## config.mk

```make
export PLATFORM = sky130hd
export DESIGN_NAME = reg_file
export DESIGN_NICKNAME = d
export VERILOG_FILES = /design/src/rtl/reg_file.sv
export SDC_FILE = /design/constraint.sdc
export NUM_CORES = 2
export LEC_CHECK = 0
export BUFFER_PORTS_ARGS = -buffer_cell sky130_fd_sc_hd__buf_2
export CAP_MARGIN = 5
export CORE_UTILIZATION = 60
export CTS_CLUSTER_SIZE = 30
export DETAILED_ROUTE_END_ITERATION = 10
export MAX_ROUTING_LAYER = met4
export PLACE_DENSITY = 0.78
export SLEW_MARGIN = 40
export SYNTH_ARGS = -nofsm -noshare
export SYNTH_HDL_FRONTEND = slang
export SYNTH_SLANG_ARGS = --single-unit
```

## constraint.sdc

```tcl
create_clock -name clk -period 6.2 [get_ports clk]
set_clock_uncertainty 0.1 [all_clocks]
set_input_delay 1.24 -clock clk [delete_from_list [all_inputs] [get_ports clk]]
set_output_delay 1.24 -clock clk [all_outputs]
set_load 0.02 [all_outputs]
```

## src/rtl/reg_file.sv

```systemverilog
// Architectural register file with per-register rename tags; receives ROB commits,
// issue-stage renames and serves two combinational decoder operand queries.
module reg_file #(
    parameter int REG_NUM       = 32,
    parameter int DATA_WIDTH    = 32,
    parameter int ROB_POS_WIDTH = 4
) (
    input  logic                        clk,
    input  logic                        rst,
    input  logic                        rdy,
    input  logic                        clr,
    input  logic                        rob_to_reg_enable,
    input  logic [$clog2(REG_NUM)-1:0]  rob_to_reg_rd,
    input  logic [DATA_WIDTH-1:0]       rob_to_reg_val,
    input  logic [ROB_POS_WIDTH:0]      commit_rob_pos,
    input  logic                        issue_to_reg_enable,
    input  logic [$clog2(REG_NUM)-1:0]  issue_to_reg_rd,
    input  logic [ROB_POS_WIDTH:0]      issue_to_reg_rob_pos,
    input  logic [$clog2(REG_NUM)-1:0]  dc_to_reg_rs1_pos,
    input  logic [$clog2(REG_NUM)-1:0]  dc_to_reg_rs2_pos,
    output logic [DATA_WIDTH-1:0]       reg_to_dc_rs1_val,
    output logic [DATA_WIDTH-1:0]       reg_to_dc_rs2_val,
    output logic [ROB_POS_WIDTH:0]      reg_to_dc_rs1_rob_pos,
    output logic [ROB_POS_WIDTH:0]      reg_to_dc_rs2_rob_pos
);

    localparam int IDX_W = $clog2(REG_NUM);

    logic [DATA_WIDTH-1:0]  val_q [REG_NUM];
    logic [ROB_POS_WIDTH:0] tag_q [REG_NUM];

    logic commit_we;
    logic rename_we;

    assign commit_we = rob_to_reg_enable && (rob_to_reg_rd != '0);
    assign rename_we = issue_to_reg_enable && (issue_to_reg_rd != '0);

    // Statement order encodes priority: clr beats rename, rename beats the commit tag clear.
    always_ff @(posedge clk) begin
        if (!rst) begin
            for (int unsigned i = 0; i < REG_NUM; i++) begin
                val_q[i] <= '0;
                tag_q[i] <= '0;
            end
        end else if (rdy) begin
            if (commit_we) begin
                val_q[rob_to_reg_rd] <= rob_to_reg_val;
                if (tag_q[rob_to_reg_rd] == commit_rob_pos)
                    tag_q[rob_to_reg_rd] <= '0;
            end
            if (clr) begin
                for (int unsigned i = 0; i < REG_NUM; i++)
                    tag_q[i] <= '0;
            end else if (rename_we) begin
                tag_q[issue_to_reg_rd] <= issue_to_reg_rob_pos;
            end
        end
    end

    always_comb begin
        reg_to_dc_rs1_val     = '0;
        reg_to_dc_rs1_rob_pos = '0;
        if (dc_to_reg_rs1_pos != '0) begin
            if (commit_we && rob_to_reg_rd == dc_to_reg_rs1_pos
                && tag_q[dc_to_reg_rs1_pos] == commit_rob_pos) begin
                reg_to_dc_rs1_val = rob_to_reg_val;
            end else begin
                reg_to_dc_rs1_val     = val_q[dc_to_reg_rs1_pos];
                reg_to_dc_rs1_rob_pos = tag_q[dc_to_reg_rs1_pos];
            end
        end
    end

    always_comb begin
        reg_to_dc_rs2_val     = '0;
        reg_to_dc_rs2_rob_pos = '0;
        if (dc_to_reg_rs2_pos != '0) begin
            if (commit_we && rob_to_reg_rd == dc_to_reg_rs2_pos
                && tag_q[dc_to_reg_rs2_pos] == commit_rob_pos) begin
                reg_to_dc_rs2_val = rob_to_reg_val;
            end else begin
                reg_to_dc_rs2_val     = val_q[dc_to_reg_rs2_pos];
                reg_to_dc_rs2_rob_pos = tag_q[dc_to_reg_rs2_pos];
            end
        end
    end

    // Unused index width parameter guard keeps IDX_W referenced for readers sizing ports.
    logic [IDX_W-1:0] unused_idx;
    assign unused_idx = '0;

endmodule

```

==> impl_metrics.py <==
metrics = {
    "worst_setup_path": {
        "reg2reg_depth": 9,
        "end_kind": "primary output",
        "path_depth": 11,
        "crit_end": "reg_to_dc_rs2_val[28]",
        "startpoint_type": "primary input",
        "timing.critical_path.buf_inv": 3,
        "arrival_ns": 4.52,
        "r2r_setup_slack_ns": 2.81,
        "worstReg2RegStart": "tag_q[14][3]",
        "worstReg2RegEnd": "tag_q[31][0]",
        "path_class": "in2out",
        "required_ns": 4.86,
        "slowest_delay_ns": 0.57,
        "critPathSlowestCell": "mux4_2",
        "crit_family": "multiplexers",
        "worst-path-max-fanout": 51,
        "crit_start": "dc_to_reg_rs2_pos[1]",
        "path_cells": "buf_8 -> mux4_2 -> nand2b_1 -> a22oi_1 -> o2bb2a_1 -> xnor2_1 -> nand3_1 -> nor3_2 -> buf_12 -> mux2i_1 -> buf_2",
    },
    "sta": {
        "relSlewSlack_pct": 42.2,
        "rsz0062_at_grt": "false",
        "hold_violations": 0,
        "finalSetupTns_ns": 0,
        "post-route-period-util_pct": 94.6,
        "drv_slew": 0,
        "setup_viol": 0,
        "min_period_ns": 5.86,
        "fmax_ghz": 0.171,
        "final.setup.worst_slack_ns": 0.337,
        "tightest_slew_ns": 0.865,
    },
    "floorplan": {
        "ioPinCount": 142,
        "initial_core_util_pct": 60.6,
        "fp.dieH_um": 334,
        "die_area_mm2": 0.112,
        "fp.dieW_um": 334,
        "rows": 121,
        "coreArea_mm2": 0.109,
    },
    "logic_synthesis": {
        "synth_top_cell_by_area": "edfxtp_1",
        "ys_seq_area_share_pct": 53.7,
        "synthTopCellsByArea": "edfxtp_1, mux4_2, and2_1",
        "synth-edff-count": 1184,
        "syn-cell-area_mm2": 0.0662,
        "avgSynthCellArea_um2": 15.5,
        "synth_cell_types": 51,
        "ys_async_sr_fraction_pct": 0,
        "synthFlopType": "edfxtp_1",
        "synthCells": 4261,
        "yosysTopAreaCellShare_pct": 53.7,
        "ys_ff_latch": 1184,
        "yosysWarnings": 0,
    },
    "global_routing": {
        "use_met3_pct": 8.43,
        "grt_pass1_wl_mm": 290,
        "grt-ovfl-total": 0,
        "grt_use_met2_pct": 57.7,
        "grt_antenna_before_repair": 5,
        "grt_busiest_layer": "met2",
        "use_met1_pct": 47.8,
        "gr-usage-all-layers_pct": 37.9,
        "grt_max_degree": 133,
        "grt_pass1_vias": 42000,
    },
    "route": {
        "wirelength_mm": 204,
        "post_drt_wl_per_cell_um": 34.5,
        "vias": 42200,
        "drt_iter0_drc": 6127,
        "vias_per_cell": 7.16,
        "postRouteAntennaNets": 0,
        "drcViolationCount": 0,
        "drt_first_pass_iters": 8,
    },
    "clock_network": {
        "cts_resized": 0,
        "clock-sinks": 1184,
        "clock_latency_ns": 0.72,
        "clock_path_buffers": 3,
        "htree_levels": 3,
        "cts_tree": "built",
        "cts_made_buffers": 120,
        "ctsHoldBuffers": 0,
        "post_cts.repair.setup_buffers": 0,
        "clkTransAtPathRegs_ns": 0.06,
        "cts_root_buffer": "clkbuf_16",
    },
    "worst_hold_path": {
        "hp-class": "in2reg",
    },
    "power_and_ir_drop": {
        "p_leak_nw": 25.5,
        "vdd_drop_max_uv": 272,
        "p_per_area_mw_per_mm2": 264,
        "total_power_mw": 19.5,
    },
    "placed_design": {
        "io_buffers": 141,
        "gp_congestion": 0.959,
        "dp_slack_ns": 0.472,
        "dpl.hpwl_mm": 123,
    },
    "outcome": {
        "status": "completed",
    },
    "finish": {
        "mostFrequentLayoutCells": "edfxtp_1, and2_1, mux4_2",
        "syn_to_final_growth_pct": 11.3,
        "layout_commonest_cell": "edfxtp_1",
        "drive_gt1_share_pct": 31.0,
        "layout.nets": 4380,
    },
    "run": {
        "maxCapViolations": 0,
    },
}
kinds of logic (layout without fill, tap and decap cells):
logic type / after synthesis / in the layout / share of synthesized area [%]
AO/OA/AOI/OAI: 159 / 159 / 1.68
XOR/XNOR: 23 / 23 / 0.305
buffers and inverters: 454 / 572 / 2.86
flip-flops: 1184 / 1184 / 53.7
multiplexers: 920 / 920 / 28.0
other: 1 / 42 / 0.00567
AND/OR/NAND/NOR: 1520 / 1520 / 13.4
worst reg2reg max path, stage by stage (launching register included):
cell      delay, ns
edfxtp_1       0.51
mux4_2         0.52
mux2i_1        0.24
a22o_1         0.18
a221oi_1       0.08
xor2_1         0.21
or4_1          0.41
buf_4          0.27
o31ai_1        0.41
buf_4          0.19
report_power, final:
part           internal, mW  switching (mW)  total (mW)
sequential             9.25           0.268        9.52
combinational          1.22            1.45        2.67
clock                  4.11            3.16        7.27
total                  14.6            4.88        19.5
routing by layer:
layer,wire length [µm],up-vias
li1,-,16500
met1,67700,21500
met2,96900,3426
met3,26000,714
met4,12900,0
met5,0,-
worst min path at each step:
| stage | endpoint | start | cells after the start | slack (ns) |
|---|---|---|---|---|
| after floorplan | tag_q[1][4] | issue_to_reg_rob_pos[4] | 1 | 1.34 |
| after global placement | val_q[25][5] | rob_to_reg_val[5] | 2 | 1.76 |
| after detailed placement | val_q[5][11] | rob_to_reg_val[11] | 2 | 1.77 |
| after CTS | val_q[18][29] | rob_to_reg_val[29] | 2 | 1.00 |
| after global routing | val_q[10][29] | rob_to_reg_val[29] | 2 | 1.04 |
| final | val_q[16][29] | rob_to_reg_val[29] | 2 | 1.03 |
Yosys cell counts (all sizes together) (2+ instances only):
cell type  number
edfxtp       1184
and2         1154
mux4          739
clkbuf        296
buf           155
nand2         151
mux2i         137
nor2          107
mux2           44
nand2b         43
o21ai          38
o211ai         33
o31ai          31
a22oi          21
nor2b          19
xnor2          15
nand3           8
nor3            8
xor2            8
a21oi           7
a221oi          6
o22ai           6
a22o            5
nand3b          5
nand4           5
nor4            5
and3            4
a211oi          3
inv             3
or2             3
a211o           2
a21boi          2
or3             2
through the flow:
step / area [µm²] / hold slack [ns] / util, % / instances
6_report: 73600 / 1.03 / 67.5 / 5896
2_1_floorplan: 66300 / 1.34 / - / 4297
5_1_grt: 73600 / 1.04 / 67.4 / 5891
3_3_place_gp: 69500 / 1.76 / 63.7 / 5655
4_1_cts: 73500 / 1.00 / 67.3 / 5887
3_5_place_dp: 69700 / 1.77 / 63.8 / 5662
state kept, by name (all words and copies together) (netlist names):
signal / cells
val_q: 1024
tag_q: 160
layout make-up:
type	instances	area, µm²
clock inverter	78	734
sequential	1184	35600
clock buffer	147	3130
inverter	3	11.3
antenna	5	12.5
multi-input combinational	2659	29500
fill	7144	35500
timing repair buffer	344	2870
tap	1476	1850
No activity file was read; power rests on OpenSTA's default activity.
